### src/rtl/id_ex_stage.sv
// id_ex_stage: decode-to-execute pipeline register with MEM/WB operand
// forwarding, a one-cycle RAW stall against the held instruction, a
// valid/ready handshake on both sides and a branch flush.
//
// Handshake semantics (both sides): a transfer happens on a rising edge
// where valid and ready are both high. The producer keeps its payload
// stable while valid is high and ready is low. ready may depend
// combinationally on the current inputs.
module id_ex_stage #(
    parameter int XLEN = 32,
    parameter int AW   = 5
) (
    input  logic            clk,
    input  logic            rst_n,

    // decode side
    input  logic            id_valid,
    output logic            id_ready,
    input  logic [AW-1:0]   id_rs1,
    input  logic [AW-1:0]   id_rs2,
    input  logic            id_use_rs1,
    input  logic            id_use_rs2,
    input  logic [AW-1:0]   id_rd,
    input  logic            id_rd_we,
    input  logic [XLEN-1:0] id_imm,
    input  logic [3:0]      id_alu_op,
    input  logic            id_use_imm,

    // register file read ports
    output logic [AW-1:0]   ra1,
    output logic [AW-1:0]   ra2,
    input  logic [XLEN-1:0] rd1,
    input  logic [XLEN-1:0] rd2,

    // forwarding sources
    input  logic            mem_we,
    input  logic [AW-1:0]   mem_rd,
    input  logic [XLEN-1:0] mem_result,
    input  logic            wb_we,
    input  logic [AW-1:0]   wb_wa,
    input  logic [XLEN-1:0] wb_wd,

    // pipeline control
    input  logic            flush,

    // execute side
    output logic            ex_valid,
    input  logic            ex_ready,
    output logic [XLEN-1:0] ex_op_a,
    output logic [XLEN-1:0] ex_op_b,
    output logic [XLEN-1:0] ex_rs2_data,
    output logic [AW-1:0]   ex_rd,
    output logic            ex_rd_we,
    output logic [3:0]      ex_alu_op
);

    logic [XLEN-1:0] fwd1;
    logic [XLEN-1:0] fwd2;
    logic            hazard;
    logic            can_advance;
    logic            accept;

    // Register-file addresses come straight from decode.
    assign ra1 = id_rs1;
    assign ra2 = id_rs2;

    // Bypass selection: the youngest producer (MEM) wins over WB, WB covers
    // the register-file write landing on the same edge, x0 is never bypassed.
    function automatic logic [XLEN-1:0] bypass(
        input logic [AW-1:0]   addr,
        input logic [XLEN-1:0] rf_data
    );
        logic [XLEN-1:0] val;
        if (addr == '0) begin
            val = '0;
        end else if (mem_we && (mem_rd == addr) && (mem_rd != '0)) begin
            val = mem_result;
        end else if (wb_we && (wb_wa == addr) && (wb_wa != '0)) begin
            val = wb_wd;
        end else begin
            val = rf_data;
        end
        return val;
    endfunction

    // Forwarded source operands for the instruction currently in decode.
    always_comb begin
        fwd1 = bypass(id_rs1, rd1);
        fwd2 = bypass(id_rs2, rd2);
    end

    // The held instruction's result is not available anywhere yet, so a
    // reader of its rd must wait until it has moved on to MEM.
    always_comb begin
        hazard = 1'b0;
        if (ex_valid && ex_rd_we && (ex_rd != '0)) begin
            hazard = (id_use_rs1 && (id_rs1 == ex_rd)) ||
                     (id_use_rs2 && (id_rs2 == ex_rd));
        end
        can_advance = !ex_valid || ex_ready;
        id_ready    = can_advance && !hazard && !flush;
        accept      = id_valid && id_ready;
    end

    // Valid bit: flush wins, then accept, then bubble when the slot drains.
    always_ff @(posedge clk or negedge rst_n) begin
        if (!rst_n) begin
            ex_valid <= 1'b0;
        end else if (flush) begin
            ex_valid <= 1'b0;
        end else if (accept) begin
            ex_valid <= 1'b1;
        end else if (can_advance) begin
            ex_valid <= 1'b0;
        end
    end

    // Payload loads only on accept; operands are final at capture and are
    // never re-sampled while held, ex_valid alone qualifies them.
    always_ff @(posedge clk or negedge rst_n) begin
        if (!rst_n) begin
            ex_op_a     <= '0;
            ex_op_b     <= '0;
            ex_rs2_data <= '0;
            ex_rd       <= '0;
            ex_rd_we    <= 1'b0;
            ex_alu_op   <= '0;
        end else if (!flush && accept) begin
            ex_op_a     <= fwd1;
            ex_op_b     <= id_use_imm ? id_imm : fwd2;
            ex_rs2_data <= fwd2;
            ex_rd       <= id_rd;
            ex_rd_we    <= id_rd_we;
            ex_alu_op   <= id_alu_op;
        end
    end

endmodule

### config.mk
export PLATFORM = sky130hd
export DESIGN_NAME = id_ex_stage
export DESIGN_NICKNAME = d
export VERILOG_FILES = /design/src/rtl/id_ex_stage.sv
export SDC_FILE = /design/constraint.sdc
export NUM_CORES = 1
export LEC_CHECK = 0
export ABC_AREA = 1
export BUFFER_PORTS_ARGS = -buffer_cell sky130_fd_sc_hd__buf_2
export CORE_AREA = 2 2 123 125
export DETAILED_ROUTE_END_ITERATION = 8
export DIE_AREA = 0 0 125 127
export HOLD_SLACK_MARGIN = 0.06
export PLACE_DENSITY = 0.87
export REMOVE_ABC_BUFFERS = 1
export SYNTH_ARGS = -nofsm -noshare
export SYNTH_HDL_FRONTEND = slang
export SYNTH_SLANG_ARGS = --single-unit
### constraint.sdc
create_clock -name clk -period 2.4 [get_ports clk]
set_input_delay 0.36 -clock clk [delete_from_list [all_inputs] [get_ports clk]]
set_output_delay 0.36 -clock clk [all_outputs]
set_load 0.01 [all_outputs]
Word level (Yosys, flattened, before mapping)
Index checks and enable logic that the tools add are counted.
Operators by class
  reduce and logical (&&, ||, !) cells: 27
  mux-type cells: 11
  eq/ne operators: 6
Operators with widths (count)
  two-way mux 32 bit: 7
  equality test 5 bit: 6
  logical AND 1 bit: 16
  nonzero test 5 bit: 3
  zero test 5 bit: 2
  two-way mux 1 bit: 4
  zero test 1 bit: 3
  nonzero test 3 bit: 1
  logical OR 1 bit: 2
Storage, ports and cells
  logic and storage cells: 51
  output and inout port bits: 118
  bits in registers: 107
  input port bits: 200

Depth between registers and ports, before layout
Gate-level depths: netlist of run 1.
  depth in word-level cells: 10
  mapped depth: 14
  mapped depth without buffers: 13

Worst setup path after synthesis of run 1
Ideal clock, no wire load.
  path type: flip-flop to flip-flop
  from: register ex_rd[2]
  to: register ex_rs2_data[10]
  cell stages (with the launch flop): 11
  setup slack: 873 ps
  buffers on the path: 2
  arrival: 1394 ps
  cells stage by stage: dfrtp_1 > nor3_1 > nand3_1 > nand3_1 > inv_1 > nand2_2 > nand3_4 > buf_6 > buf_4 > nand2_1 > o21ai_1
Between the ends
  cells in the longest elaborated chain, start to end: 9
  elaborated cells between the ends (all ways): 13
  those cells by class: 2 x eq/ne; 1 x mux; 10 x reduce/logical
Ends and longest elaborated chain
  from (decl): line 52  | output logic [AW-1:0] ex_rd,
  from (signal assigned): line 132  | ex_rd <= id_rd;
  equality test 5 bit, on equally long branches: line 97, 98
  logical AND 1 bit, on equally long branches: line 97, 98
  logical OR 1 bit: line 97  | hazard = (id_use_rs1 && (id_rs1 == ex_rd)) ||
  two-way mux 1 bit *: line 96  | if (ex_valid && ex_rd_we && (ex_rd != '0)) begin
  zero test 1 bit *: line 101  | id_ready = can_advance && !hazard && !flush;
  logical AND 1 bit * (2 in series): line 101
  logical AND 1 bit *: line 102  | accept = id_valid && id_ready;
  logical AND 1 bit *: line 128  | end else if (!flush && accept) begin
  to (signal assigned): line 131  | ex_rs2_data <= fwd2;
  to (decl): line 51  | output logic [XLEN-1:0] ex_rs2_data,
Every way passes the cells marked *; elsewhere a longest branch is shown, timed or not.
A chain may end at the register's enable or synchronous reset.

Final worst setup path of run 1
  from: register ex_rd[2]
  to: output port id_ready
Between the ends
  cells in the longest elaborated chain, start to end: 7
  elaborated cells between the ends (all ways): 11
  those cells by class: 2 x eq/ne; 1 x mux; 8 x reduce/logical
Ends and longest elaborated chain
  equality test 5 bit, on equally long branches: line 97, 98
  logical AND 1 bit, on equally long branches: line 97, 98
  logical OR 1 bit: line 97
  two-way mux 1 bit *: line 96
  zero test 1 bit *: line 101
  logical AND 1 bit * (2 in series): line 101
  to (decl): line 18  | output logic id_ready,
Marks and branches as above.

==> impl_metrics.tcl, run 1 <==
set metrics [dict create \
    skew_ns 0.00828 \
    drv_slew 0 \
    drc_errors 0 \
    drtIter0Drc 737 \
    nNetsFinal 1585 \
    r2r.worst_path.cells 12 \
    fp.coreArea_sq_um 14400 \
    syn_to_final_growth_pct 29.2 \
    synth_common_cells "470 x nand2_1, 171 x nand3_1, 107 x dfrtp_1" \
    synth.area.top_cells "dfrtp_1 39%, nand2_1 25%, nand3_1 12%" \
    die_area_sq_um 15900 \
    cts_root_buffer "clkbuf_16" \
    grt_pass1_vias 8072 \
    p_int_w 0.00375 \
    worstHoldPathType "input pin to flip-flop" \
    antenna_found_initial 1 \
    layout-drive-gt1-share_pct 27.7 \
    wl_met3_um 1950 \
    numCtsBuffers 9 \
    ys_async_sr_fraction_pct 100 \
    required_ns 2.04 \
    status "finished clean" \
    crit_type "flip-flop to primary output" \
    grt_max_degree 105 \
    slew_headroom_pct 54.9 \
    reg2reg_to "ex_op_b[27]$_DFFE_PN0P_" \
    setup_ws_ns 0.353 \
    gp_congestion 0.906 \
    clkPwrFrac_pct 31.0 \
    netlist-cell-type-count 22 \
    clk_latency_ns 0.35 \
    swShare_pct 33.1 \
    synth_top_cell_by_area "dfrtp_1" \
    rows 44 \
    grt_use_total_pct 31.8 \
    endpoint_kind "primary output" \
    initial_core_util_pct 48.1 \
    synth_top_area_share_pct 38.6 \
    crit_path_end "id_ready" \
    leakagePower_nw 5.39 \
    ff2ff_setup_slack_ns 0.45 \
    rsz0062_at_grt "false" \
    clk_pin_slew_ns 0.08 \
    top_layer "met4" \
    syn_inst 1103 \
    io_buffers 317 \
    yosysMostFrequentCell "nand2_1" \
    avgViaCountPerCell 5.24 \
    ir_drop_mv 0.312 \
    critPathLaunch "ex_rd[2]$_DFFE_PN0P_" \
    worst_setup_path_start_kind "flip-flop" \
    vias 8255 \
    switchingPower_w 0.00186 \
    hpwl_um 18600 \
    wl_met1_um 10100 \
    period_minus_slack_ns 2.05 \
    die_w_um 125 \
    seq_power_share_pct 41.0 \
    crit_fanout 6 \
    ys_warn_count 0 \
    finalSetupViolCount 0 \
    grt_pass1_wl_um 40600 \
    combPwrFrac_pct 28.0 \
    tightest_slew_ns 0.675 \
    syn_avg_cell_area_sq_um 6.29 \
    dr.pass1.iters 5 \
    overflow 0 \
    dr_wl_met2_um 12700 \
    ys_seq_area_share_pct 38.6 \
    r2r_start "ex_rd[4]$_DFFE_PN0P_" \
    finalSetupTns_ns 0 \
    wl_um 25600 \
    io_pins 318 \
    syn-cell-area_sq_um 6940 \
    clock-sinks 107 \
    h-tree-depth 3 \
    postCtsSetupRepairBufs 0 \
    maxCapViolCount 0 \
    cp.arrival_ns 1.69 \
    powerDensity_nw_per_um2 625 \
    finalCritPeriodShare_pct 85.3 \
    hold_violations 0 \
    synth-main-ff-cell "dfrtp_1" \
    pre_cts_slack_ns 0.207 \
    ys_seq_elements 107 \
    fmaxAchievable_mhz 488 \
    ant_nets 0 \
    cts_tree "built" \
    die_h_um 127 \
    wl_per_cell_um 16.2 \
    clk_path_buf_depth 2 \
    synth-edff-count 0 \
]
## registers in the layout, summed over array words and instances (netlist names)
signal / flops
ex_valid: 1
ex_rd_we: 1
ex_rd: 5
ex_rs2_data: 32
ex_alu_op: 4
ex_op_a: 32
ex_op_b: 32
## how the worst min path moves through the flow
stage	start	to	slack (ns)	depth (start not counted)
4_1_cts	id_alu_op[1]	ex_alu_op[1]$_DFFE_PN0P_	0.23	3
6_report	id_alu_op[1]	ex_alu_op[1]$_DFFE_PN0P_	0.24	3
5_1_grt	id_alu_op[0]	ex_alu_op[0]$_DFFE_PN0P_	0.25	3
3_3_place_gp	rst_n	ex_rs2_data[10]$_DFFE_PN0P_	0.38	1
2_1_floorplan	rst_n	ex_alu_op[0]$_DFFE_PN0P_	0.06	0
3_5_place_dp	rst_n	ex_op_b[21]$_DFFE_PN0P_	0.39	1
## metrics by stage
step           total power [W]  utilization (%)  hold WS [ns]  cell area [sq um]  instances
6_report               0.00561             62.2         0.237               8970       1575
5_1_grt                0.00590             62.2         0.251               8970       1575
4_1_cts                0.00563             62.2         0.229               8970       1574
3_5_place_dp           0.00389             59.7         0.387               8610       1557
3_3_place_gp           0.00386             59.7         0.381               8610       1557
2_1_floorplan          0.00306                -        0.0644               6520       1029
## what timing repair did
action / CTS / global route
resized for setup: 0 / 0
hold endpoints to repair: 39 / 0
hold buffers: 1 / 0
## cells by family (layout without fill, tap and decap cells)
logic type / after synthesis / after routing / share of synthesized area [%]
AOI/OAI and AO/OA: 79 / 79 / 5.69
xor gates and xnor gates: 2 / 2 / 0.252
buffers and inverters: 175 / 462 / 11.6
DFF: 107 / 107 / 38.6
other: 0 / 1 / 0
and+or+nand+nor: 740 / 740 / 43.9
## critical path: stages, from the launching register on
cell	delay (ns)
dfrtp_1	0.46
nor3_1	0.26
nand3_1	0.13
nand3_1	0.09
inv_1	0.05
nand2_2	0.09
nand2_1	0.06
nor2_1	0.07
buf_2	0.13
## placed cells by master, fill, tap and decap left out, types with 6 or more instances in the layout
master	instances
nand2_1	470
buf_2	316
nand3_1	171
dfrtp_1	107
inv_1	84
nor2_1	83
o21ai_1	66
buf_4	24
inv_2	16
clkbuf_16	9
a21oi_1	8
nor2_4	6
## final cells by class
class / instances / area, sq um
clock inverters: 7 / 123
inverters: 101 / 379
clock buffers: 9 / 225
diodes: 1 / 2.50
well taps: 184 / 230
multi-input cells: 821 / 3480
flip-flops and latches: 107 / 2680
fillers: 1403 / 5450
repair buffers: 345 / 1850
## power by group through the flow
stage / combinational (W) / clock (W) / sequential, W
after global routing: 0.00174 / 0.00183 / 0.00233
final: 0.00157 / 0.00174 / 0.00230
after CTS: 0.00157 / 0.00176 / 0.00230
after floorplan: 0.000609 / 0 / 0.00245
after global placement: 0.00154 / 0 / 0.00232
after detailed placement: 0.00157 / 0 / 0.00232
## per-layer routing
| layer | up-vias | global-route usage (%) |
|---|---|---|
| met5 | - | 0 |
| met4 | 0 | 13.7 |
| met3 | 75 | 4.10 |
| met2 | 459 | 55.5 |
| met1 | 3732 | 39.8 |
| li1 | 3989 | - |
Power figures use the tool's default switching activity.
==> inputs of run 2 (changes only) <==
--- a/config.mk
+++ b/config.mk
@@ -5,13 +5,12 @@
 export SDC_FILE = /design/constraint.sdc
 export NUM_CORES = 1
 export LEC_CHECK = 0
-export ABC_AREA = 1
 export BUFFER_PORTS_ARGS = -buffer_cell sky130_fd_sc_hd__buf_2
 export CORE_AREA = 2 2 123 125
 export DETAILED_ROUTE_END_ITERATION = 8
 export DIE_AREA = 0 0 125 127
 export HOLD_SLACK_MARGIN = 0.06
-export PLACE_DENSITY = 0.87
+export PLACE_DENSITY = 0.84
 export REMOVE_ABC_BUFFERS = 1
 export SYNTH_ARGS = -nofsm -noshare
 export SYNTH_HDL_FRONTEND = slang
==> run 2 against run 1 <==
Net effect: non-clock buffer count is 1 higher; clock power decreased by 18%; die area unchanged; combinational power barely moved; global-route usage shrank 4.9 points.
==> impl_metrics.tcl, run 2 <==
set metrics [dict create \
    rsz0062_at_grt "true" \
    maxCapViolCount 0 \
    nNetsFinal 1149 \
    worst_setup_path_start_kind "flip-flop" \
    drv_slew 0 \
    final_cells 1140 \
    synth.area.top_cells "dfrtp_1 41%, mux2_2 7.8%, nand2_1 5.8%" \
    postCtsSetupRepairBufs 0 \
    synthMuxAreaShare_pct 16.3 \
    crit_type "flip-flop to flip-flop" \
    reg2reg_to "ex_op_a[8]$_DFFE_PN0P_" \
    synth_top_cell_by_area "dfrtp_1" \
    combPwrFrac_pct 29.7 \
    wl_per_cell_um 19.5 \
    clkPwrFrac_pct 26.8 \
    syn-cell-area_sq_um 6510 \
    numCtsBuffers 9 \
    clk_latency_ns 0.35 \
    cts_root_buffer "clkbuf_16" \
    vias 6563 \
    rows 44 \
    antenna_found_initial 1 \
    endpoint_kind "flip-flop" \
    wl_um 22200 \
    crit_fanout 53 \
    mostFrequentLayoutCell "buf_2" \
    crit_family "compound AO/OA/AOI/OAI gates" \
    period_minus_slack_ns 2.32 \
    leakagePower_nw 4.24 \
    clk_path_buf_depth 2 \
    finalSetupViolCount 0 \
    r2r.worst_path.cells 6 \
    drtIter0Drc 386 \
    synth_top_area_share_pct 41.1 \
    ff2ff_setup_slack_ns 0.08 \
    worstPathCellList "or3_1, o311a_1, a21boi_4, buf_12, o21ai_4, o2bb2ai_1" \
    fill_cells 1262 \
    clk_pin_slew_ns 0.08 \
    drc_errors 0 \
    critPathLaunch "ex_rd[0]$_DFFE_PN0P_" \
    switchingPower_w 0.00172 \
    dp_cells 1120 \
    ys_seq_elements 107 \
    clock-sinks 107 \
    powerDensity_nw_per_um2 620 \
    status "finished clean" \
    synth_common_cells "107 x dfrtp_1, 101 x nand2_1, 50 x o21ai_0" \
    synth_top_family_by_area "compound AO/OA/AOI/OAI gates" \
    grt_use_total_pct 26.9 \
    die_w_um 125 \
    r2r_start "ex_rd[0]$_DFFE_PN0P_" \
    initial_core_util_pct 45.1 \
    layout-drive-gt1-share_pct 44.3 \
    cp.depth 6 \
    ys_seq_area_share_pct 41.1 \
    synth-main-ff-cell "dfrtp_1" \
    cpMaxStageDelayCell "dfrtp_1" \
    overflow 0 \
    grt_max_degree 58 \
    fp.coreArea_sq_um 14400 \
    die_h_um 127 \
    synth_compound_area_share_pct 21.2 \
    fin_util_pct 59.6 \
    syn_inst 655 \
    yosysMostFrequentCell "dfrtp_1" \
    cp.arrival_ns 2.59 \
    avgViaCountPerCell 5.76 \
    grt_pass1_wl_um 34100 \
    fmaxAchievable_mhz 432 \
    tightest_slew_ns 0.961 \
    max_stage_delay_ns 0.43 \
    synth-simple-area-share_pct 10.8 \
    synth-edff-count 0 \
    largest_registers "ex_op_a (32), ex_op_b (32), ex_rs2_data (32)" \
    critical_path_buf_inv_count 1 \
    slew_headroom_pct 35.8 \
    crit_path_end "ex_op_a[8]$_DFFE_PN0P_" \
    finalCritPeriodShare_pct 96.5 \
    die_area_sq_um 15900 \
    gp_congestion 0.889 \
    syn_avg_cell_area_sq_um 9.94 \
    ys_warn_count 0 \
    required_ns 2.67 \
    synthXorXnorAreaFrac_pct 4.04 \
    hold_violations 0 \
    ant_nets 0 \
    h-tree-depth 3 \
    dr.pass1.iters 5 \
    synthAdderAreaFrac_pct 0 \
    swShare_pct 32.3 \
    ys_async_sr_fraction_pct 100 \
    seq_power_share_pct 43.5 \
    hpwl_um 16200 \
    io_pins 318 \
    worstHoldPathType "input pin to flip-flop" \
    layout_common_cells "316 x buf_2, 107 x dfrtp_1, 101 x nand2_1, 50 x o21ai_0, 48 x a31oi_1" \
    ir_drop_mv 0.502 \
    netlist-cell-type-count 41 \
    syn_to_final_growth_pct 32.0 \
    p_int_w 0.00361 \
    grt_pass1_vias 6671 \
    skew_ns 0.00599 \
    cts_tree "built" \
    io_buffers 317 \
]
[run 2: changes by cell type after synthesis, sizes merged, moves of 24 or more]
cell / change
mux2: +66
mux2i: +32
nor2: -79
nand2: -371
o22a: +24
nand3: -170
inv: -92
a31oi: +48
o2bb2ai: +32
[run 2: logic make-up (layout without fill, tap and decap cells)]
kind of cell              Yosys count  after routing
AOI/OAI and AO/OA                 193            194
xor gates and xnor gates           30             30
buffers and inverters              72            369
DFF                               107            107
muxes                              98             98
other                               0              3
and+or+nand+nor                   155            155
[run 2: area by class of cell]
class                      count  area (sq um)  area share (%)
clock buffer                   9           225            2.62
timing repair buffer         346          1910            22.2
multi-input combinational    477          3460            40.3
antenna                        3          7.51          0.0874
inverter                       8          30.0           0.350
sequential                   107          2680            31.2
tap                          184           230            2.68
clock inverter                 6          47.5           0.554
[run 2: what timing repair did]
item                       in CTS  in global routing
setup endpoints to repair       0                 33
hold endpoints to repair       24                  0
gates resized for setup         0                  2
hold buffers                    1                  0
[run 2: layer usage]
| layer | up-vias | share of wire [%] | global-route usage, % |
|---|---|---|---|
| met5 | - | 0 | 0 |
| met4 | 0 | 3.1 | 12.0 |
| met3 | 58 | 8.4 | 5.74 |
| met2 | 369 | 50 | 46.8 |
| met1 | 3130 | 38 | 32.0 |
| li1 | 3006 | - | - |
[run 2: metrics by stage]
stage	TNS [ns]	power (W)	cell area, sq um	hold slack [ns]	setup WS, ns
floorplan	-231.55	0.00309	6110	0.0644	-3.23
global placement	0	0.00388	8280	0.293	0.0980
detailed placement	-0.0119	0.00392	8280	0.295	-0.0119
CTS	0	0.00536	8560	0.219	0.0400
global route	-0.0412	0.00559	8580	0.228	-0.0148
finish	0	0.00533	8590	0.229	0.0830
[run 2: worst min path at each step]
stage | from | end | slack (ns) | cells past startpoint
floorplan | rst_n | ex_alu_op[0]$_DFFE_PN0P_ | 0.06 | 0
detailed placement | rst_n | ex_alu_op[2]$_DFFE_PN0P_ | 0.29 | 1
CTS | flush | ex_valid$_DFFE_PN0P_ | 0.22 | 2
finish | flush | ex_valid$_DFFE_PN0P_ | 0.23 | 2
global route | id_alu_op[1] | ex_alu_op[1]$_DFFE_PN0P_ | 0.23 | 2
global placement | rst_n | ex_alu_op[2]$_DFFE_PN0P_ | 0.29 | 1
[run 2: power by group through the flow]
stage / registers, W / logic, W / clock network [W]
2_1_floorplan: 0.00248 / 0.000607 / 0
6_report: 0.00232 / 0.00158 / 0.00143
3_5_place_dp: 0.00234 / 0.00158 / 0
5_1_grt: 0.00235 / 0.00171 / 0.00153
3_3_place_gp: 0.00234 / 0.00154 / 0
4_1_cts: 0.00231 / 0.00158 / 0.00147
==> inputs of run 3 (changes only) <==
--- a/config.mk
+++ b/config.mk
@@ -12,6 +12,7 @@
 export HOLD_SLACK_MARGIN = 0.06
 export PLACE_DENSITY = 0.84
 export REMOVE_ABC_BUFFERS = 1
+export SLEW_MARGIN = 20
 export SYNTH_ARGS = -nofsm -noshare
 export SYNTH_HDL_FRONTEND = slang
 export SYNTH_SLANG_ARGS = --single-unit
==> constraint.sdc (replaced) <==
create_clock -name clk -period 2.8 [get_ports clk]
set_input_delay 0.42 -clock clk [delete_from_list [all_inputs] [get_ports clk]]
set_output_delay 0.42 -clock clk [all_outputs]
set_load 0.01 [all_outputs]
==> run 3 against run 2 <==
Net effect: sequential cell count did not move; non-clock buffer count fell by 4; die area did not move; largest cell class unchanged; largest power group unchanged.
==> impl_metrics.tcl, run 3 (same netlist as run 2, synthesis figures left out) <==
set metrics [dict create \
    rows 44 \
    wl_met3_um 1750 \
    powerDensity_nw_per_um2 532 \
    drv_slew 0 \
    required_ns 3.04 \
    hpwl_um 16100 \
    ant_nets 0 \
    ctsResizeCount 0 \
    grt_max_degree 58 \
    clk_pin_slew_ns 0.08 \
    crit_fanout 23 \
    h-tree-depth 3 \
    layout_common_cells "316 x buf_2, 107 x dfrtp_1, 101 x nand2_1, 50 x o21ai_0, 48 x a31oi_1" \
    wl_um 21900 \
    finalCritPeriodShare_pct 84.4 \
    io_buffers 317 \
    hold_ws_ns 0.296 \
    grt_use_total_pct 26.8 \
    numCtsBuffers 9 \
    clk_latency_ns 0.36 \
    fin_util_pct 59.2 \
    grt_pass1_vias 6556 \
    holdBufCountCts 1 \
    finalSetupViolCount 0 \
    maxCapViolCount 0 \
    cp.arrival_ns 2.61 \
    dr_wl_met2_um 10900 \
    die_h_um 127 \
    avgViaCountPerCell 5.75 \
    overflow 0 \
    fmaxAchievable_mhz 423 \
    initial_core_util_pct 45.1 \
    status "finished clean" \
    largest_registers "ex_op_a (32), ex_op_b (32), ex_rs2_data (32)" \
    vias 6521 \
    clock-sinks 107 \
    rsz0062_at_grt "false" \
    wl_per_cell_um 19.3 \
    io_pins 318 \
    fill_cells 1276 \
    slew_headroom_pct 33.9 \
    finalInstanceArea_sq_um 8540 \
    hold_violations 0 \
    multi_input_area_sq_um 3440 \
    leakagePower_nw 4.21 \
    layout-drive-gt1-share_pct 43.7 \
    cts_root_buffer "clkbuf_16" \
    worstHoldPathType "input pin to flip-flop" \
    grt_pass1_wl_um 33900 \
    syn_to_final_growth_pct 31.3 \
    drtIter0Drc 392 \
    endpoint_kind "flip-flop" \
    dr.pass1.iters 5 \
    drc_errors 0 \
    antenna_found_initial 2 \
    tightest_slew_ns 0.988 \
    cts_tree "built" \
    ir_drop_mv 0.408 \
    skew_ns 0.0117 \
    gp_congestion 0.877 \
    die_area_sq_um 15900 \
    crit_type "flip-flop to flip-flop" \
    mostFrequentLayoutCell "buf_2" \
    top_layer "met4" \
    fp.coreArea_sq_um 14400 \
    period_minus_slack_ns 2.36 \
    nNetsFinal 1144 \
    wl_met1_um 8630 \
    register_area_sq_um 2680 \
    ff2ff_setup_slack_ns 0.44 \
    postCtsSetupRepairBufs 0 \
    worst_setup_path_start_kind "flip-flop" \
    placed_area_sq_um 8260 \
    power_w 0.00455 \
    clk_path_buf_depth 2 \
    die_w_um 125 \
]
-- run 3: cell types whose count changed in the layout (fill, tap and decap cells not counted), sizes merged --
| cell | delta |
|---|---|
| clkinv | +1 |
| o21ai | -1 |
| inv | -3 |
| buf | -4 |
| clkbuf | +2 |
| diode | -1 |
| clkinvlp | +1 |
-- run 3: stage by stage --
stage                     cells  setup WS (ns)  TNS, ns
after detailed placement   1116          0.188        0
after CTS                  1133          0.432        0
after global placement     1116          0.274        0
after floorplan             591          -2.83  -189.15
after global routing       1135          0.346        0
final                      1135          0.438        0
-- run 3: metal layers --
layer  global-route usage, %  up-vias
li1                        -     2994
met5                       0        -
met1                    32.0     3140
met3                    6.07       45
met4                    10.1        0
met2                    47.3      342
-- run 3: final cells by class --
class | instances | area share (%)
Clock buffer | 11 | 2.72
Inverter | 8 | 0.351
Timing Repair Buffer | 342 | 22.1
Antenna cell | 2 | 0.0586
Clock inverter | 5 | 0.439
Multi-Input combinational cell | 476 | 40.3
Sequential cell | 107 | 31.3
Tap cell | 184 | 2.69
-- run 3: path summary, 6_finish.rpt --
kind                                         startpoint                         end  cells after the start
min in group asynchronous                         rst_n     ex_op_b[15]$_DFFE_PN0P_                      2
worst max-delay path               ex_rd[0]$_DFFE_PN0P_  ex_rs2_data[9]$_DFFE_PN0P_                      6
max in group asynchronous                         rst_n     ex_op_a[18]$_DFFE_PN0P_                      3
worst min register to register  ex_op_a[14]$_DFFE_PN0P_     ex_op_a[14]$_DFFE_PN0P_                      1
worst min-delay path                              flush        ex_valid$_DFFE_PN0P_                      2
worst max register to register     ex_rd[0]$_DFFE_PN0P_  ex_rs2_data[9]$_DFFE_PN0P_                      6
-- run 3: critical path, stage by stage, from the launching register on --
cell and delay [ns]:
dfrtp_1 0.44, or3_1 0.40, o311a_1 0.35, a21boi_4 0.31, buf_12 0.21, buf_12 0.18
mux2_2 0.36
-- run 3: power by group --
part / switching (W) / internal, W
Combinational: 0.000687 / 0.000659
Sequential: 0.000169 / 0.00182
Clock: 0.000604 / 0.000609
Total: 0.00146 / 0.00309
